--- config.mk ---
export PLATFORM = sky130hd
export DESIGN_NAME = song_memory_bank
export DESIGN_NICKNAME = d
export VERILOG_FILES = /design/src/rtl/song_memory_bank.sv
export SDC_FILE = /design/constraint.sdc
export NUM_CORES = 2
export LEC_CHECK = 0
export ABC_AREA = 1
export CORE_UTILIZATION = 35
export CTS_BUF_LIST = sky130_fd_sc_hd__clkbuf_4
export DETAILED_ROUTE_END_ITERATION = 7
export GPL_TIMING_DRIVEN = 1
export PLACE_DENSITY = 0.52
export SLEW_MARGIN = 0
export SYNTH_ARGS = -nofsm -noshare
export SYNTH_HDL_FRONTEND = slang
export SYNTH_SLANG_ARGS = --single-unit
--- constraint.sdc ---
create_clock -name clk -period 3.7 [get_ports clk]
set_input_delay 0.925 -clock clk [delete_from_list [all_inputs] [get_ports clk]]
set_output_delay 0.925 -clock clk [all_outputs]
set_load 0.005 [all_outputs]
--- src/rtl/song_memory_bank.sv ---
// song_memory_bank
//   Multi-song note store for the organ. NUM_SONGS independent slots of DEPTH words each.
//   Notes are appended to the selected slot while the organ is outside the play modes and
//   streamed back one word per read request while in AUTOPLAY, LEARNING or GAME. Each slot
//   tracks its own length; playback can stop at the last word or loop back to word 0.
//
// Ports
//   clk            in   system clock, rising edge
//   rst_n          in   asynchronous active-low reset
//   current_state  in   top-level mode: 0 AUTOPLAY, 1 LEARNING, 2 GAME, others non-play
//   song_sel       in   selected slot for write, clear, read and duration
//   write_en       in   append data_in to the selected slot
//   clear_song     in   empty the selected slot (wins over write_en)
//   data_in        in   note word to record
//   read_en        in   request the next word of the selected slot
//   read_rst       in   restart playback at word 0
//   loop_en        in   wrap to word 0 after the last word instead of stopping
//   data_out       out  registered note word
//   output_ready   out  one-cycle pulse, data_out valid
//   song_end       out  one-cycle pulse alongside output_ready of the last word
//   full           out  selected slot holds DEPTH words
//   duration       out  word count of the selected slot (combinational)

module song_memory_bank #(
    parameter int unsigned DATA_WIDTH  = 8,
    parameter int unsigned DEPTH       = 64,
    parameter int unsigned NUM_SONGS   = 4,
    parameter int unsigned STATE_WIDTH = 2,
    localparam int unsigned AW = $clog2(DEPTH),
    localparam int unsigned SW = (NUM_SONGS > 1) ? $clog2(NUM_SONGS) : 1
) (
    input  logic                   clk,
    input  logic                   rst_n,
    input  logic [STATE_WIDTH-1:0] current_state,
    input  logic [SW-1:0]          song_sel,
    input  logic                   write_en,
    input  logic                   clear_song,
    input  logic [DATA_WIDTH-1:0]  data_in,
    input  logic                   read_en,
    input  logic                   read_rst,
    input  logic                   loop_en,
    output logic [DATA_WIDTH-1:0]  data_out,
    output logic                   output_ready,
    output logic                   song_end,
    output logic                   full,
    output logic [AW:0]            duration
);

    typedef enum logic [1:0] {
        StIdle = 2'b00,
        StPlay = 2'b01,
        StDone = 2'b10
    } rd_state_e;

    localparam logic [AW:0] DepthLen = (AW + 1)'(DEPTH);
    localparam logic [AW:0] OneLen   = (AW + 1)'(1);

    // Note storage; deliberately not reset, a slot is only readable below its length.
    logic [DATA_WIDTH-1:0] mem [NUM_SONGS][DEPTH];

    logic [AW:0]   len [NUM_SONGS];
    logic [AW-1:0] rd_ptr;
    logic [SW-1:0] sel_q;
    rd_state_e     rd_state;

    logic          play;
    logic          sel_valid;
    logic [AW:0]   cur_len;
    logic          rrst;
    logic          wr_fire;
    logic          clr_fire;
    logic          rd_fire;
    logic          last_word;

    always_comb begin
        play = (current_state == STATE_WIDTH'(0)) ||
               (current_state == STATE_WIDTH'(1)) ||
               (current_state == STATE_WIDTH'(2));

        // Guards non-power-of-two slot counts, where song_sel can name a missing slot.
        sel_valid = (32'(song_sel) < NUM_SONGS);
        cur_len   = '0;
        if (sel_valid) begin
            cur_len = len[song_sel];
        end

        full     = (cur_len == DepthLen);
        duration = cur_len;

        // Any change of slot, leaving the play modes or an explicit restart rewinds playback.
        rrst = read_rst || !play || (song_sel != sel_q);

        clr_fire  = !play && clear_song && sel_valid;
        wr_fire   = !play && write_en && !clear_song && !full && sel_valid;
        rd_fire   = !rrst && read_en && (rd_state != StDone) && (cur_len != '0);
        last_word = ({1'b0, rd_ptr} == (cur_len - OneLen));
    end

    // Memory write port.
    always_ff @(posedge clk) begin
        if (wr_fire) begin
            mem[song_sel][cur_len[AW-1:0]] <= data_in;
        end
    end

    // Per-slot length bookkeeping.
    always_ff @(posedge clk or negedge rst_n) begin
        if (!rst_n) begin
            for (int s = 0; s < NUM_SONGS; s++) begin
                len[s] <= '0;
            end
        end else if (clr_fire) begin
            len[song_sel] <= '0;
        end else if (wr_fire) begin
            len[song_sel] <= cur_len + OneLen;
        end
    end

    // Playback FSM with registered outputs.
    always_ff @(posedge clk or negedge rst_n) begin
        if (!rst_n) begin
            rd_state     <= StIdle;
            rd_ptr       <= '0;
            sel_q        <= '0;
            data_out     <= '0;
            output_ready <= 1'b0;
            song_end     <= 1'b0;
        end else begin
            sel_q        <= song_sel;
            output_ready <= 1'b0;
            song_end     <= 1'b0;

            if (!play) begin
                data_out <= '0;
            end

            if (rrst) begin
                rd_ptr   <= '0;
                rd_state <= StIdle;
            end else begin
                case (rd_state)
                    StIdle, StPlay: begin
                        if (rd_fire) begin
                            data_out     <= mem[song_sel][rd_ptr];
                            output_ready <= 1'b1;
                            rd_state     <= StPlay;
                            if (last_word) begin
                                song_end <= 1'b1;
                                rd_ptr   <= '0;
                                if (!loop_en) begin
                                    rd_state <= StDone;
                                end
                            end else begin
                                rd_ptr <= rd_ptr + 1'b1;
                            end
                        end
                    end
                    StDone: begin
                        // Parked until a rewind; further reads produce nothing.
                        rd_state <= StDone;
                    end
                    default: begin
                        rd_state <= StIdle;
                    end
                endcase
            end
        end
    end

endmodule

# After elaboration in Yosys (flattened, before gate mapping)
# Memories as Yosys holds them, arrays and structs flattened.
# Cells that the tools add are included.
totals:
  ff_bits: 48
  latchBits: 0
  ramBits: 2048
  mem_bits_ro: 0
  input_bits: 19
  output_inout_bits: 18
  wordCells: 93
  n_memories: 1
mem_list:
  columns: ["name", "depth", "width", "read_ports", "rd_clocked_by_memory_dff", "wr", "line", "text"]
  rows:
  - ["mem", 4, 512, 1, 0, 1, "59", "logic [DATA_WIDTH-1:0] mem [NUM_SONGS][DEPTH];"]
classes:
  n_addsub: 3
  multipliers: 0
  n_div: 0
  order_cmp: 5
  n_eq_ne: 9
  shifts: 0
  n_mux: 35
  bitwise_logic: 5
  n_reduce_logical: 25
ops:
  columns: ["operator", "count"]
  rows:
  - ["two-way mux 512 bit", 1]
  - ["two-way mux 28 bit", 2]
  - ["two-way mux 8 bit", 7]
  - ["binary-select mux 8 bit (select 6 bit)", 1]
  - ["demux 8 bit (select 6 bit)", 1]
  - ["AND 28 bit", 1]
  - ["bitwise mux 28 bit", 1]
  - ["NOT 28 bit", 1]
  - ["two-way mux 6 bit", 4]
  - ["two-way mux 7 bit", 3]
  - ["binary-select mux 7 bit (select 2 bit)", 1]
  - ["demux 7 bit (select 2 bit)", 1]
  - ["greater-or-equal comparator 7 bit, second input constant", 2]
  - ["NOT 6 -> 7 bit", 2]
  - ["logical AND 1 bit", 9]
  - ["two-way mux 1 bit", 8]
  - ["two-way mux 2 bit", 4]
  - ["adder 7 x 1 -> 7 bit, second input constant", 1]
  - ["== test 6 x 7 -> 1 bit", 1]
  - ["== test 7 bit, second input constant", 1]
  - ["less-than comparator 7 x 1 -> 1 bit, second input constant", 1]
  - ["nonzero test 7 bit", 1]
  - ["subtractor 7 x 1 -> 7 bit, second input constant", 1]
  - ["adder 6 x 1 -> 6 bit, second input constant", 1]
  - ["15 further kinds", 26]

# Longest topological paths before layout
depth:
  ltp_word: 13
  mapped_depth: 20
  ltp_nobuf: 18

# Least setup slack after synthesis
# Ideal clock, no wire load.
synth_path:
  path_type: "input to register"
  startpoint: "in song_sel[1]"
  endpoint: "mem mem[0][168] (netlist name), enable pin"
  setup_ps: 370
  arrival_ps: 3155
  setup_slack_ps: 175
  cell_stages: 15
  n_path_buf: 3
  cell_sequence: "buf_4 inv_2 nand2_1 o22ai_1 nor2_1 buf_2 ha_1 nand2_1 nor2_1 nand3_1 nand2_2 buf_6 nor3_4 nand2_1 nor2_1"
synth_between:
  elab_chain_len: 10
synth_lines:
  columns: ["item", "line", "text"]
  rows:
  - ["start, declared", "35", "input logic [SW-1:0] song_sel,"]
  - ["NOT 2 -> 3 bit (not written as such)", "84", "cur_len = len[song_sel];"]
  - ["binary-select mux 7 bit (select 2 bit)", "84", null]
  - ["two-way mux 7 bit (not written as such) (2 in a row)", "84", null]
  - ["NOT 6 -> 7 bit (not written as such)", "102", "mem[song_sel][cur_len[AW-1:0]] <= data_in;"]
  - ["greater-or-equal comparator 7 bit (not written as such) / less-than comparator 7 x 1 -> 1 bit (equally long branches)", "102", null]
  - ["logical AND 1 bit (not written as such)", "102", null]
  - ["two-way mux 8 bit (not written as such)", "102", null]
  - ["demux 8 bit (select 6 bit)", "102", null]
  - ["two-way mux 512 bit (not written as such)", "102", null]
  - ["end, declared", "59", null]
# Several ways; a longest one is shown, not always the timed one. The select of a mux whose other input is x is not followed.

# Worst setup path in the final report
layout_path:
  startpoint: "reg len[14] (netlist name)"
  endpoint: "out full"
layout_between:
  elab_chain_len: 4
layout_lines:
  columns: ["item", "line", "text"]
  rows:
  - ["start, declared", "61", "logic [AW:0] len [NUM_SONGS];"]
  - ["start signal, assigned by index", "115", "len[song_sel] <= cur_len + OneLen;"]
  - ["binary-select mux 7 bit (select 2 bit)", "84", null]
  - ["two-way mux 7 bit (not written as such) (2 in a row)", "84", null]
  - ["== test 7 bit", "87", "full = (cur_len == DepthLen);"]
  - ["end, declared", "45", "output logic full,"]
# Every way passes these cells. The select of a mux whose other input is x is not followed.

==> run metrics <==
fin. max-slew vios=0; Row Count=180; Multi-input gate area=0.0200 mm2; vias in the first global route=60188; syn_nets=7448; Top FF cell, synth=edfxtp_1; PwrDens=494 mW/mm2; WL final=266000 um; Final Critical Period=3720 ps; asr flop ratio synth=2.29%; Worst EP arrival=2790 ps; Lkg Pwr=37.9 nW; CP Depth=11; Area Growth Syn to Fin=18.5%; GRT Resource Usage Total=21.6%; number of synthesized flops with an enable pin=2048; failing checks=setup timing; antenna-violating nets left=0; Hold/Removal Path Class=in2reg; Layout fillers=23131; adder-cell area share of the yosys netlist=0.0588%; final hold vios=0; simple-gate share of the synthesized area=21.7%; Max Fclk=0.269 GHz; clk_skew=114 ps; clock sinks=2096; synthesized cell area=0.0851 mm2; register area share after synthesis=73.7%; Largest delay share family, worst path=simple AND/OR/NAND/NOR gates; DRC Markers=0; critical path's slowest cell=dfrtp_1; floorplan core area=0.241 mm2; I/O pins=37; CP Max Fanout=2; complex-gate fraction of the synthesized area=1.53%; buffer type at the clock tree root=clkbuf_4; worst path cell trace=inv_2, nor2_2, inv_1, nand2_1, nor2_2, ha_2, nand2_2, nor2_4, nand3_2, inv_2, buf_6; Tcrit/Tclk final=100%; RePlAce Congestion=0.866; Slew HR=30.9%; Worst Path Required=2770 ps; Iteration-0 DRC Markers=5717; Final Non-Filler Cells=11800; vias per cell=5.11; CTS Buf Count=570; TritonCTS clock tree=yes; initial antenna violation count=10; PortBufs=36; area occupied by registers=0.0627 mm2; Synth Register Bits=2096; Max-cap violations=0; Initial Util=35.3%; largest net degree at the start of global routing=140; Die Footprint=0.245 mm2; Crit Path Class=reg2out; H-tree Lvls=6; Setup WS post-layout=-16.5 ps; R2R depth=11; mux cell area share after synthesis=0%; CP startpoint kind=flip-flop; status=finished with violations; Final setup viols=1; setup repair after global routing missed its margin=yes; placed cells=10825; slowest stage delay, CP=380 ps; drt first pass iters=6; Reg clk slew, reported paths=60 ps; synthesized area per cell=11.5 um2; Final Power=0.0498 W; DIE WIDTH=495 um; crit end category=primary output; worst skew pair latency=1430 ps; largest family of logic cells by synthesized area=simple AND/OR/NAND/NOR gates; Yosys cell types=31; Post-Synthesis Cells=7425; wire per inst=22.5 um; final net count=8257; TNS Setup=-16.5 ps; die height=495 um; CP Buf/Inv Count=4; Max VDD drop=0.368 mV; Post-Synth XOR/XNOR Area=0.0824%; DR vias=60336; Synth warnings=0; HPWL after detailed placement=154000 um; global-route wire length before repair=392000 um; Worst Max-Slew Pin Slew=1040 ps; GR Overflow Total=0; final hold slack=172 ps; layout cells sized above 1=18.1%; worst hold stages=5; Clock Tree Buf Depth=4
==> registers in the layout, summed over array words and instances (netlist names) <==
name,cells
song_end,1
rd_ptr,6
len,28
data_out,8
rd_state,2
mem,2048
output_ready,1
sel_q,2
==> worst paths after layout <==
path	startpoint	end	slack, ps
max in group asynchronous	rst_n	len[15]	2860
min in group asynchronous	rst_n	sel_q[0]	570
min reg2reg	len[2]	len[2]	540
max reg2reg	rd_ptr[0]	data_out[0]	620
max	len[14]	full	-20
min	song_sel[1]	len[4]	170
==> worst register-to-register path: stages (launching register included) <==
cell	delay [ps]
dfrtp_4	620
inv_8	480
buf_4	530
nand4_1	190
nand3_1	200
nand3_1	220
nand3_1	140
nand3_1	170
nand3_1	230
nand2_1	90
nand2_1	70
nand2_1	50
==> logic make-up (layout without fill, tap and decap cells) <==
logic type	after synthesis	in the layout
AND/OR/NAND/NOR	4416	4416
XOR/XNOR	8	8
flip-flops	2096	2096
other	0	5
adder cells (fa/ha/maj)	4	4
buffers and inverters	652	1837
AO/OA/AOI/OAI	249	249
==> cell type report <==
class / instances / area share [%]
repair buffers: 670 / 6.25
flip-flops and latches: 2096 / 62.2
diodes: 5 / 0.0124
clock inverters: 115 / 0.641
inverters: 219 / 0.850
multi-input cells: 4677 / 19.9
clock buffers: 833 / 6.21
well taps: 3185 / 3.95
==> per-stage QoR <==
| stage | setup slack [ps] | area (um2) | utilization (%) |
|---|---|---|---|
| floorplan | 175 | 85100 | - |
| global placement | -198 | 93600 | 38.8 |
| detailed placement | -184 | 93600 | 38.8 |
| CTS | -211 | 101000 | 41.8 |
| global route | -203 | 101000 | 41.8 |
| finish | -16.5 | 101000 | 41.8 |
==> per-layer routing <==
metal | global-route usage [%] | wire, um | vias to the layer above
li1 | - | - | 27646
met1 | 29.4 | 115000 | 29860
met2 | 34.8 | 125000 | 2436
met3 | 4.24 | 20600 | 390
met4 | 6.54 | 5650 | 4
met5 | 0 | 27 | -
==> cells in the final DEF, fill, tap and decap left out, drive strengths merged <==
cell type / netlist / layout
nand4: 311 / 311
a21oi: 184 / 184
clkinv: 4 / 96
clkinvlp: 0 / 4
clkdlybuf4s15: 0 / 2
buf: 111 / 635
xnor2: 3 / 3
ha: 4 / 4
dlygate4sd3: 0 / 13
dlygate4sd2: 0 / 2
nor2: 454 / 454
diode: 0 / 5
dfrtp: 48 / 48
nand3: 737 / 737
nand2: 2889 / 2889
edfxtp: 2048 / 2048
clkdlybuf4s50: 0 / 17
clkbuf: 322 / 834
o21ai: 34 / 34
bufinv: 0 / 7
a21boi: 1 / 1
xor2: 5 / 5
inv: 215 / 227
a22oi: 10 / 10
nor3: 14 / 14
o22ai: 20 / 20
nand3b: 11 / 11
==> synth_stat cells, drive strengths merged (10+ instances only) <==
| cell type | instances | area [um2] |
|---|---|---|
| o21ai | 34 | 170 |
| buf | 111 | 478 |
| inv | 215 | 807 |
| nand4 | 311 | 1950 |
| nand3 | 737 | 3690 |
| clkbuf | 322 | 1210 |
| a21oi | 184 | 921 |
| nor2 | 454 | 1720 |
| o22ai | 20 | 125 |
| edfxtp | 2048 | 61500 |
| nand3b | 11 | 82.6 |
| dfrtp | 48 | 1200 |
| nand2 | 2889 | 10900 |
| nor3 | 14 | 140 |
| a22oi | 10 | 80.1 |
==> report_power, final <==
| group | switching (W) | total, W | internal (W) |
|---|---|---|---|
| logic | 0.00243 | 0.00338 | 0.000951 |
| registers | 0.0000585 | 0.0262 | 0.0261 |
| clock network | 0.00947 | 0.0202 | 0.0107 |
==> timing repair <==
action	CTS	global route
endpoints found under the setup margin	8	4
setup buffers	7	3
hold buffers	14	0
resized for setup	51	7
pin swaps	12	5
hold endpoints to repair	268	0
(Power assumes the default switching activity.)
